[config.mk]
export PLATFORM = sky130hd
export DESIGN_NAME = ps2_rx_fifo_wb
export DESIGN_NICKNAME = d
export VERILOG_FILES = /design/src/rtl/ps2_pkg.sv /design/src/rtl/ps2_input_filter.sv /design/src/rtl/ps2_rx_fifo_wb.sv
export SDC_FILE = /design/constraint.sdc
export NUM_CORES = 1
export LEC_CHECK = 0
export CAP_MARGIN = 10
export CORE_ASPECT_RATIO = 1.4
export CORE_MARGIN = 10
export CORE_UTILIZATION = 55
export DETAILED_ROUTE_END_ITERATION = 8
export GPL_ROUTABILITY_DRIVEN = 0
export GPL_TIMING_DRIVEN = 0
export HOLD_SLACK_MARGIN = 0.02
export PLACE_DENSITY = 0.79
export SYNTH_ARGS = -nofsm -noshare
export SYNTH_HDL_FRONTEND = slang
export SYNTH_SLANG_ARGS = --single-unit
[constraint.sdc]
create_clock -name clk -period 4.13 [get_ports clk]
set_input_delay 0.6195 -clock clk [delete_from_list [all_inputs] [get_ports clk]]
set_output_delay 0.6195 -clock clk [all_outputs]
set_load 0.1 [all_outputs]
[src/rtl/ps2_pkg.sv]
// Shared constants and types for the PS/2 receiver.
// Build option: define PS2_CODE_MERGE_EN to fold E0/F0 prefixes into 10-bit FIFO entries.
package ps2_pkg;

`ifdef PS2_CODE_MERGE_EN
    localparam int ENTRY_W   = 10;
    localparam int VALID_BIT = 16;
`else
    localparam int ENTRY_W   = 8;
    localparam int VALID_BIT = 8;
`endif

    localparam logic [1:0] REG_DATA   = 2'd0;
    localparam logic [1:0] REG_STATUS = 2'd1;
    localparam logic [1:0] REG_CTRL   = 2'd2;

    localparam int ST_NEMPTY = 0;
    localparam int ST_FULL   = 1;
    localparam int ST_OVF    = 2;
    localparam int ST_PERR   = 3;
    localparam int ST_FERR   = 4;

    localparam int CTRL_EN     = 0;
    localparam int CTRL_IRQ_EN = 1;

    localparam logic [7:0] CODE_EXT = 8'hE0;
    localparam logic [7:0] CODE_BRK = 8'hF0;

    typedef enum logic [1:0] {
        IDLE,
        DATA,
        PARITY,
        STOP
    } rx_state_e;

endpackage

[src/rtl/ps2_input_filter.sv]
// Two-flop synchroniser followed by a stability filter for one raw PS/2 pin.
// The filtered level only follows the pin after DEB_CYCLES equal synchronised samples.
module ps2_input_filter #(
    parameter int DEB_CYCLES = 20
) (
    input  logic clk,
    input  logic wb_rst_ni,
    input  logic raw_i,
    output logic filt_o
);

    localparam int CNT_W = $clog2(DEB_CYCLES + 1);

    logic             sync1_q, sync2_q;
    logic             filt_q, filt_d;
    logic [CNT_W-1:0] cnt_q, cnt_d;

    // NOTE: every output of an always_comb gets a default first, otherwise a latch is inferred.
    always_comb begin
        filt_d = filt_q;
        cnt_d  = '0;
        if (sync2_q != filt_q) begin
            if (cnt_q == CNT_W'(DEB_CYCLES - 1)) begin
                filt_d = sync2_q;
            end else begin
                cnt_d = cnt_q + CNT_W'(1);
            end
        end
    end

    // NOTE: sequential state uses non-blocking assignments so all flops update together.
    always_ff @(posedge clk or negedge wb_rst_ni) begin
        if (!wb_rst_ni) begin
            sync1_q <= 1'b1;
            sync2_q <= 1'b1;
            filt_q  <= 1'b1;
            cnt_q   <= '0;
        end else begin
            sync1_q <= raw_i;
            sync2_q <= sync1_q;
            filt_q  <= filt_d;
            cnt_q   <= cnt_d;
        end
    end

    assign filt_o = filt_q;

endmodule

[src/rtl/ps2_rx_fifo_wb.sv]
// PS/2 keyboard receiver: filtered frame decoder, scan-code FIFO and Wishbone registers.
// Build option: PS2_CODE_MERGE_EN merges E0/F0 prefixes into the following scan code.
module ps2_rx_fifo_wb
    import ps2_pkg::*;
#(
    parameter int FIFO_DEPTH     = 16,
    parameter int DEB_CYCLES     = 20,
    parameter int TIMEOUT_CYCLES = 50000
) (
    input  logic        clk,
    input  logic        wb_rst_ni,
    input  logic        ps2_clk_i,
    input  logic        ps2_data_i,
    input  logic        wb_cyc_i,
    input  logic        wb_stb_i,
    input  logic        wb_we_i,
    input  logic [31:0] wb_adr_i,
    input  logic [31:0] wb_dat_i,
    input  logic [3:0]  wb_sel_i,
    output logic [31:0] wb_dat_o,
    output logic        wb_ack_o,
    output logic        wb_err_o,
    output logic        irq_o
);

    localparam int AW = $clog2(FIFO_DEPTH);
    localparam int CW = AW + 1;
    localparam int TW = $clog2(TIMEOUT_CYCLES + 1);

    logic ps2_clk_f, ps2_data_f;
    logic ps2_clk_prev_q;
    logic fall;

    rx_state_e     state_q, state_d;
    logic [7:0]    shift_q, shift_d;
    logic [2:0]    bit_cnt_q, bit_cnt_d;
    logic          par_q, par_d;
    logic [TW-1:0] tmo_q, tmo_d;
    logic          frame_ok, perr_set, ferr_set;

    logic [ENTRY_W-1:0] mem_q [FIFO_DEPTH];
    logic [AW-1:0]      wr_ptr_q, wr_ptr_d, rd_ptr_q, rd_ptr_d;
    logic [CW-1:0]      count_q, count_d;
    logic               push_req;
    logic [ENTRY_W-1:0] push_data;
    logic               do_push, do_pop, fifo_full, fifo_nempty, ovf_set;

    logic        ovf_q, ovf_d, perr_q, perr_d, ferr_q, ferr_d;
    logic        en_q, en_d, irq_en_q, irq_en_d;
    logic        wb_ack_q, wb_ack_d, irq_q, irq_d;
    logic [31:0] wb_dat_q, wb_dat_d, rdata;
    logic        wb_req, wb_rd, wb_wr, status_wr;
    logic [1:0]  reg_sel;

    logic unused_bits;
    assign unused_bits = ^{wb_sel_i, wb_adr_i[31:4], wb_adr_i[1:0], wb_dat_i[31:5]};

    ps2_input_filter #(.DEB_CYCLES(DEB_CYCLES)) u_clk_filt (
        .clk       (clk),
        .wb_rst_ni (wb_rst_ni),
        .raw_i     (ps2_clk_i),
        .filt_o    (ps2_clk_f)
    );

    ps2_input_filter #(.DEB_CYCLES(DEB_CYCLES)) u_data_filt (
        .clk       (clk),
        .wb_rst_ni (wb_rst_ni),
        .raw_i     (ps2_data_i),
        .filt_o    (ps2_data_f)
    );

    assign fall = ps2_clk_prev_q & ~ps2_clk_f;

    // Frame decoder; the timeout watchdog restarts on every PS/2 clock fall.
    always_comb begin
        state_d   = state_q;
        shift_d   = shift_q;
        bit_cnt_d = bit_cnt_q;
        par_d     = par_q;
        tmo_d     = '0;
        frame_ok  = 1'b0;
        perr_set  = 1'b0;
        ferr_set  = 1'b0;
        if (!en_q) begin
            state_d = IDLE;
        end else begin
            if (state_q != IDLE && !fall) begin
                if (tmo_q == TW'(TIMEOUT_CYCLES - 1)) begin
                    ferr_set = 1'b1;
                    state_d  = IDLE;
                end else begin
                    tmo_d = tmo_q + TW'(1);
                end
            end
            if (fall) begin
                case (state_q)
                    IDLE: begin
                        if (!ps2_data_f) begin
                            state_d   = DATA;
                            bit_cnt_d = '0;
                        end
                    end
                    DATA: begin
                        shift_d   = {ps2_data_f, shift_q[7:1]};
                        bit_cnt_d = bit_cnt_q + 3'd1;
                        if (bit_cnt_q == 3'd7) state_d = PARITY;
                    end
                    PARITY: begin
                        par_d   = ps2_data_f;
                        state_d = STOP;
                    end
                    default: begin
                        state_d  = IDLE;
                        perr_set = ~(^{shift_q, par_q});
                        ferr_set = ~ps2_data_f;
                        frame_ok = (^{shift_q, par_q}) & ps2_data_f;
                    end
                endcase
            end
        end
    end

`ifdef PS2_CODE_MERGE_EN
    logic pend_ext_q, pend_ext_d, pend_brk_q, pend_brk_d;

    always_comb begin
        pend_ext_d = pend_ext_q;
        pend_brk_d = pend_brk_q;
        push_req   = 1'b0;
        push_data  = {pend_brk_q, pend_ext_q, shift_q};
        if (perr_set || ferr_set) begin
            pend_ext_d = 1'b0;
            pend_brk_d = 1'b0;
        end else if (frame_ok) begin
            if (shift_q == CODE_EXT) begin
                pend_ext_d = 1'b1;
            end else if (shift_q == CODE_BRK) begin
                pend_brk_d = 1'b1;
            end else begin
                push_req   = 1'b1;
                pend_ext_d = 1'b0;
                pend_brk_d = 1'b0;
            end
        end
    end

    always_ff @(posedge clk or negedge wb_rst_ni) begin
        if (!wb_rst_ni) begin
            pend_ext_q <= 1'b0;
            pend_brk_q <= 1'b0;
        end else begin
            pend_ext_q <= pend_ext_d;
            pend_brk_q <= pend_brk_d;
        end
    end
`else
    assign push_req  = frame_ok;
    assign push_data = shift_q;
`endif

    // Bus decode: an access is taken in the cycle before its ack.
    assign wb_req    = wb_cyc_i & wb_stb_i & ~wb_ack_q;
    assign wb_rd     = wb_req & ~wb_we_i;
    assign wb_wr     = wb_req & wb_we_i;
    assign reg_sel   = wb_adr_i[3:2];
    assign status_wr = wb_wr & (reg_sel == REG_STATUS);

    assign fifo_full   = (count_q == CW'(FIFO_DEPTH));
    assign fifo_nempty = (count_q != '0);
    assign do_pop      = wb_rd & (reg_sel == REG_DATA) & fifo_nempty;
    assign do_push     = push_req & (~fifo_full | do_pop);
    assign ovf_set     = push_req & fifo_full & ~do_pop;

    always_comb begin
        wr_ptr_d = wr_ptr_q + AW'(do_push);
        rd_ptr_d = rd_ptr_q + AW'(do_pop);
        count_d  = count_q + CW'(do_push) - CW'(do_pop);
    end

    // NOTE: the storage array has no reset; only pointers and count define its contents.
    always_ff @(posedge clk) begin
        if (do_push) mem_q[wr_ptr_q] <= push_data;
    end

    always_comb begin
        rdata = '0;
        case (reg_sel)
            REG_DATA: begin
                if (fifo_nempty) begin
                    rdata[ENTRY_W-1:0] = mem_q[rd_ptr_q];
                    rdata[VALID_BIT]   = 1'b1;
                end
            end
            REG_STATUS: begin
                rdata[ST_NEMPTY] = fifo_nempty;
                rdata[ST_FULL]   = fifo_full;
                rdata[ST_OVF]    = ovf_q;
                rdata[ST_PERR]   = perr_q;
                rdata[ST_FERR]   = ferr_q;
                rdata[15:8]      = 8'(count_q);
            end
            REG_CTRL: begin
                rdata[CTRL_EN]     = en_q;
                rdata[CTRL_IRQ_EN] = irq_en_q;
            end
            default: rdata = '0;
        endcase
    end

    // Sticky flags: a set event in the same cycle as a write-one-to-clear wins.
    always_comb begin
        ovf_d    = (ovf_q  & ~(status_wr & wb_dat_i[ST_OVF]))  | ovf_set;
        perr_d   = (perr_q & ~(status_wr & wb_dat_i[ST_PERR])) | perr_set;
        ferr_d   = (ferr_q & ~(status_wr & wb_dat_i[ST_FERR])) | ferr_set;
        en_d     = en_q;
        irq_en_d = irq_en_q;
        if (wb_wr && reg_sel == REG_CTRL) begin
            en_d     = wb_dat_i[CTRL_EN];
            irq_en_d = wb_dat_i[CTRL_IRQ_EN];
        end
        wb_ack_d = wb_cyc_i & wb_stb_i & ~wb_ack_q;
        wb_dat_d = wb_rd ? rdata : 32'h0;
        irq_d    = irq_en_q & (fifo_nempty | ovf_q | perr_q | ferr_q);
    end

    always_ff @(posedge clk or negedge wb_rst_ni) begin
        if (!wb_rst_ni) begin
            ps2_clk_prev_q <= 1'b1;
            state_q        <= IDLE;
            shift_q        <= '0;
            bit_cnt_q      <= '0;
            par_q          <= 1'b0;
            tmo_q          <= '0;
            wr_ptr_q       <= '0;
            rd_ptr_q       <= '0;
            count_q        <= '0;
            ovf_q          <= 1'b0;
            perr_q         <= 1'b0;
            ferr_q         <= 1'b0;
            en_q           <= 1'b0;
            irq_en_q       <= 1'b0;
            wb_ack_q       <= 1'b0;
            wb_dat_q       <= '0;
            irq_q          <= 1'b0;
        end else begin
            ps2_clk_prev_q <= ps2_clk_f;
            state_q        <= state_d;
            shift_q        <= shift_d;
            bit_cnt_q      <= bit_cnt_d;
            par_q          <= par_d;
            tmo_q          <= tmo_d;
            wr_ptr_q       <= wr_ptr_d;
            rd_ptr_q       <= rd_ptr_d;
            count_q        <= count_d;
            ovf_q          <= ovf_d;
            perr_q         <= perr_d;
            ferr_q         <= ferr_d;
            en_q           <= en_d;
            irq_en_q       <= irq_en_d;
            wb_ack_q       <= wb_ack_d;
            wb_dat_q       <= wb_dat_d;
            irq_q          <= irq_d;
        end
    end

    assign wb_ack_o = wb_ack_q;
    assign wb_dat_o = wb_dat_q;
    assign wb_err_o = 1'b0;
    assign irq_o    = irq_q;

endmodule

==> insert_results.sql, run 1 <==
INSERT INTO impl_metrics (metric_group, metric, value, unit) VALUES
('route', 'totalWireLength', '19.0', 'mm'),
('layout', 'drive_gt1_frac', '0.227', ''),
('worst_setup_path', 'crit_path_cells', 'xnor2_1, xnor3_1, mux2i_1, buf_2, mux2i_1, ha_1, inv_1, fa_1, inv_1, a21oi_1, o21bai_1, xnor2_1', ''),
('clocking', 'worst_skew_pair.late_latency', '0.49', 'ns'),
('pwr', 'p_switching', '1.27', 'mW'),
('grt', 'gr-usage-all-layers', '0.175', ''),
('logic_synthesis', 'synth_edf_count', '128', ''),
('sta', 'worst_hold_slack', '0.358', 'ns'),
('clocking', 'htree_num_levels', '1', ''),
('layout', 'non_filler_instance_count_after_layout', '834', ''),
('status', 'status', 'finished clean', ''),
('worst_setup_path', 'kind_of_launch_point_of_the_worst_setup_path', 'register', ''),
('grt', 'grt_max_degree', '66', ''),
('logic_synthesis', 'ys_types', '57', ''),
('floorplan', 'floorplan.die.height', '170', 'µm'),
('sta', 'worst_slew_margin_rel', '0.338', ''),
('logic_synthesis', 'yosysWarningCount', '0', ''),
('sta', 'worst_pin_slew', '0.990', 'ns'),
('layout', 'layout.cell_area.non_filler', '10300', 'µm²'),
('route', 'detail_route.vias_per_cell', '6.07', ''),
('placed_design', 'buffer_ports.inserted', '27', ''),
('logic_synthesis', 'syn_inst', '539', ''),
('pwr', 'vdd_drop_max', '0.474', 'mV'),
('placed_design', 'placement.setup.worst_slack', '0.459', 'ns'),
('clocking', 'cts_max_path_buffers', '3', ''),
('pwr', 'internal_power', '3.46', 'mW'),
('sta', 'finalHoldViolations', '0', ''),
('sta', 'final_min_period_over_clock_period', '0.900', ''),
('grt', 'grt-ovfl-total', '0', ''),
('logic_synthesis', 'ff_latch_count_synth', '208', ''),
('clocking', 'cts_post_setup_buffers_inserted', '0', ''),
('logic_synthesis', 'ys_seq_area_frac', '0.662', ''),
('worst_setup_path', 'critical-path-max-stage-delay', '0.83', 'ns'),
('worst_setup_path', 'cp.required', '4.54', 'ns'),
('clocking', 'clk_pin_slew', '0.06', 'ns'),
('floorplan', 'fp.dieArea', '21600', 'µm²'),
('layout', 'post-route-util', '0.654', ''),
('worst_setup_path', 'path_max_fanout', '19', ''),
('sta', 'layout_min_cycle_time', '3.72', 'ns'),
('pwr', 'report.power.total', '4.72', 'mW'),
('floorplan', 'die-width', '127', 'µm'),
('route', 'top_signal_layer_used', 'met4', ''),
('worst_setup_path', 'cell_at_the_slowest_stage_of_the_critical_path', 'dfrtp_1', ''),
('layout', 'multi_input_area', '2780', 'µm²'),
('layout', 'count_of_fill_cells_added_during_filler_insertion', '1007', ''),
('sta', 'finalWorstSetupSlack', '0.412', 'ns'),
('clocking', 'cts_buf_count', '19', ''),
('route', 'drt-wirelength-per-cell', '22.8', 'µm'),
('placed_design', 'detailedPlacementHpwl', '13.1', 'mm'),
('floorplan', 'floorplan.rows', '54', ''),
('route', 'route.antenna.remaining_nets', '0', ''),
('logic_synthesis', 'average_cell_area_after_synthesis', '16.4', 'µm²'),
('placed_design', 'numPlacedInstances', '798', ''),
('sta', 'achievable-frequency', '0.269', 'GHz'),
('pwr', 'p_per_area', '460', 'nW/µm²'),
('layout', 'area_growth_syn_to_layout', '16.0', '%'),
('grt', 'antenna_found_initial', '0', ''),
('pwr', 'fraction_of_power_consumed_by_the_clock_network', '0.338', ''),
('worst_setup_path', 'timing.critical_path.to_type', 'register', ''),
('clocking', 'clock_tree.root_cell', 'clkbuf_16', ''),
('route', 'drt-initial-drc-count', '471', ''),
('layout', 'n_antenna_cell', '0', ''),
('logic_synthesis', 'synth-main-ff-cell', 'edfxtp_1', ''),
('hold_path', 'hold_path_class', 'reg2reg', ''),
('sta', 'skew', '0.0108', 'ns'),
('worst_setup_path', 'path_class', 'reg2reg', ''),
('worst_setup_path', 'crit_arrival', '4.13', 'ns'),
('floorplan', 'num_io_pins', '110', ''),
('layout', 'nets', '715', ''),
('floorplan', 'initial_utilization', '0.564', ''),
('sta', 'report.final.slew_viol_count', '0', '');
-- critical path: cells and delay by family (launching register included) --
kind | cells | cell delay, ns
AOI/OAI and AO/OA | 2 | 0.22
xor gates and xnor gates | 3 | 0.79
adders and majority gates | 2 | 0.61
buffers and inverters | 3 | 0.54
DFF | 1 | 0.83
muxes | 2 | 0.64
-- cell families after synthesis --
family,after synthesis,share of synthesized area
other cells,1,0.000424
fa+ha+maj,15,0.0221
simple gates,126,0.0816
xor+xnor,29,0.0318
compound gates,44,0.0325
mux,57,0.127
buf+inv,59,0.0433
flops,208,0.662
-- registers in the layout, summed over array words and instances (netlist names), 2 cells and up --
register and cells:
rd_ptr_q 4, tmo_q 16, bit_cnt_q 3, wr_ptr_q 4, u_data_filt.cnt_q 5, mem_q 128
u_clk_filt.cnt_q 5, push_data 8, wb_dat_o 13, count_q 5, state_q 2
-- layer usage --
layer,global-route usage,vias up
met5,0,-
met1,0.193,2609
met3,0.0280,57
met4,0.0789,0
li1,-,2204
met2,0.323,196
-- power by group through the flow --
stage | Combinational, mW | Sequential, mW | Clock [mW]
2_1_floorplan | 0.592 | 2.38 | 0
3_3_place_gp | 0.761 | 2.36 | 0
3_5_place_dp | 0.800 | 2.36 | 0
4_1_cts | 0.809 | 2.32 | 1.62
5_1_grt | 0.859 | 2.33 | 1.70
6_report | 0.805 | 2.32 | 1.60
-- cells in the final DEF (no fill, tap or decap), types with 12 or more instances in the layout --
cell type,n
inv_1,18
conb_1,20
mux4_2,23
xor2_1,15
edfxtp_1,128
clkdlybuf4s50_1,26
mux2_2,14
buf_4,38
dfrtp_1,73
mux4_1,15
clkbuf_16,19
nor4_2,16
o21ai_0,12
xnor2_1,12
nor2_1,23
nand2_1,14
ha_1,14
-- layout make-up --
class | instances | area share
plain buffers | 41 | 0.0307
clock buffers | 21 | 0.0471
clock inverters | 13 | 0.00793
inverters | 18 | 0.00659
multi-input cells | 291 | 0.271
flip-flops and latches | 208 | 0.571
well taps | 196 | 0.0239
repair buffers | 46 | 0.0420
-- cells in the mapped netlist (all sizes together), types with 5 or more instances --
cell / number / share of area
ha: 14 / 0.020
dfrtp: 73 / 0.21
mux4: 38 / 0.10
nor4: 17 / 0.012
inv: 18 / 0.0076
edfxtp: 128 / 0.43
nor2: 24 / 0.010
and2: 10 / 0.0071
buf: 33 / 0.032
clkbuf: 8 / 0.0034
o21ai: 13 / 0.0074
xor2: 15 / 0.015
dfstp: 7 / 0.021
mux2: 14 / 0.018
a21oi: 8 / 0.0045
mux2i: 5 / 0.0057
nand4: 9 / 0.0064
xnor2: 12 / 0.012
nand3: 10 / 0.0057
nand2: 14 / 0.0059
a22o: 5 / 0.0049
nand2b: 8 / 0.0057
-- final timing paths --
kind                                               startpoint                            end  slack, ns  cells after the start
worst max-delay path                 push_data[7]$_DFFE_PN0P_           count_q[4]$_DFF_PN0_       0.41                     12
worst min-delay path            u_data_filt.sync1_q$_DFF_PN1_  u_data_filt.sync2_q$_DFF_PN1_       0.36                      0
worst max register to register       push_data[7]$_DFFE_PN0P_           count_q[4]$_DFF_PN0_       0.41                     12
worst min register to register  u_data_filt.sync1_q$_DFF_PN1_  u_data_filt.sync2_q$_DFF_PN1_       0.36                      0
max in group asynchronous                           wb_rst_ni       ps2_clk_prev_q$_DFF_PN1_       2.94                      3
min in group asynchronous                           wb_rst_ni           count_q[4]$_DFF_PN0_       0.55                      2
-- repair_timing --
action	4_1_cts	5_1_grt
hold buffers	1	0
gates resized for setup	0	0
hold endpoints to repair	15	0
Note: power is estimated with default switching activity, not from simulation.
==> run 2, diff against run 1 <==
Settings changed: GPL_ROUTABILITY_DRIVEN 0 to not set.
==> results of run 2 <==
No change in the layout: final DEF, timing and power equal those of run 1.
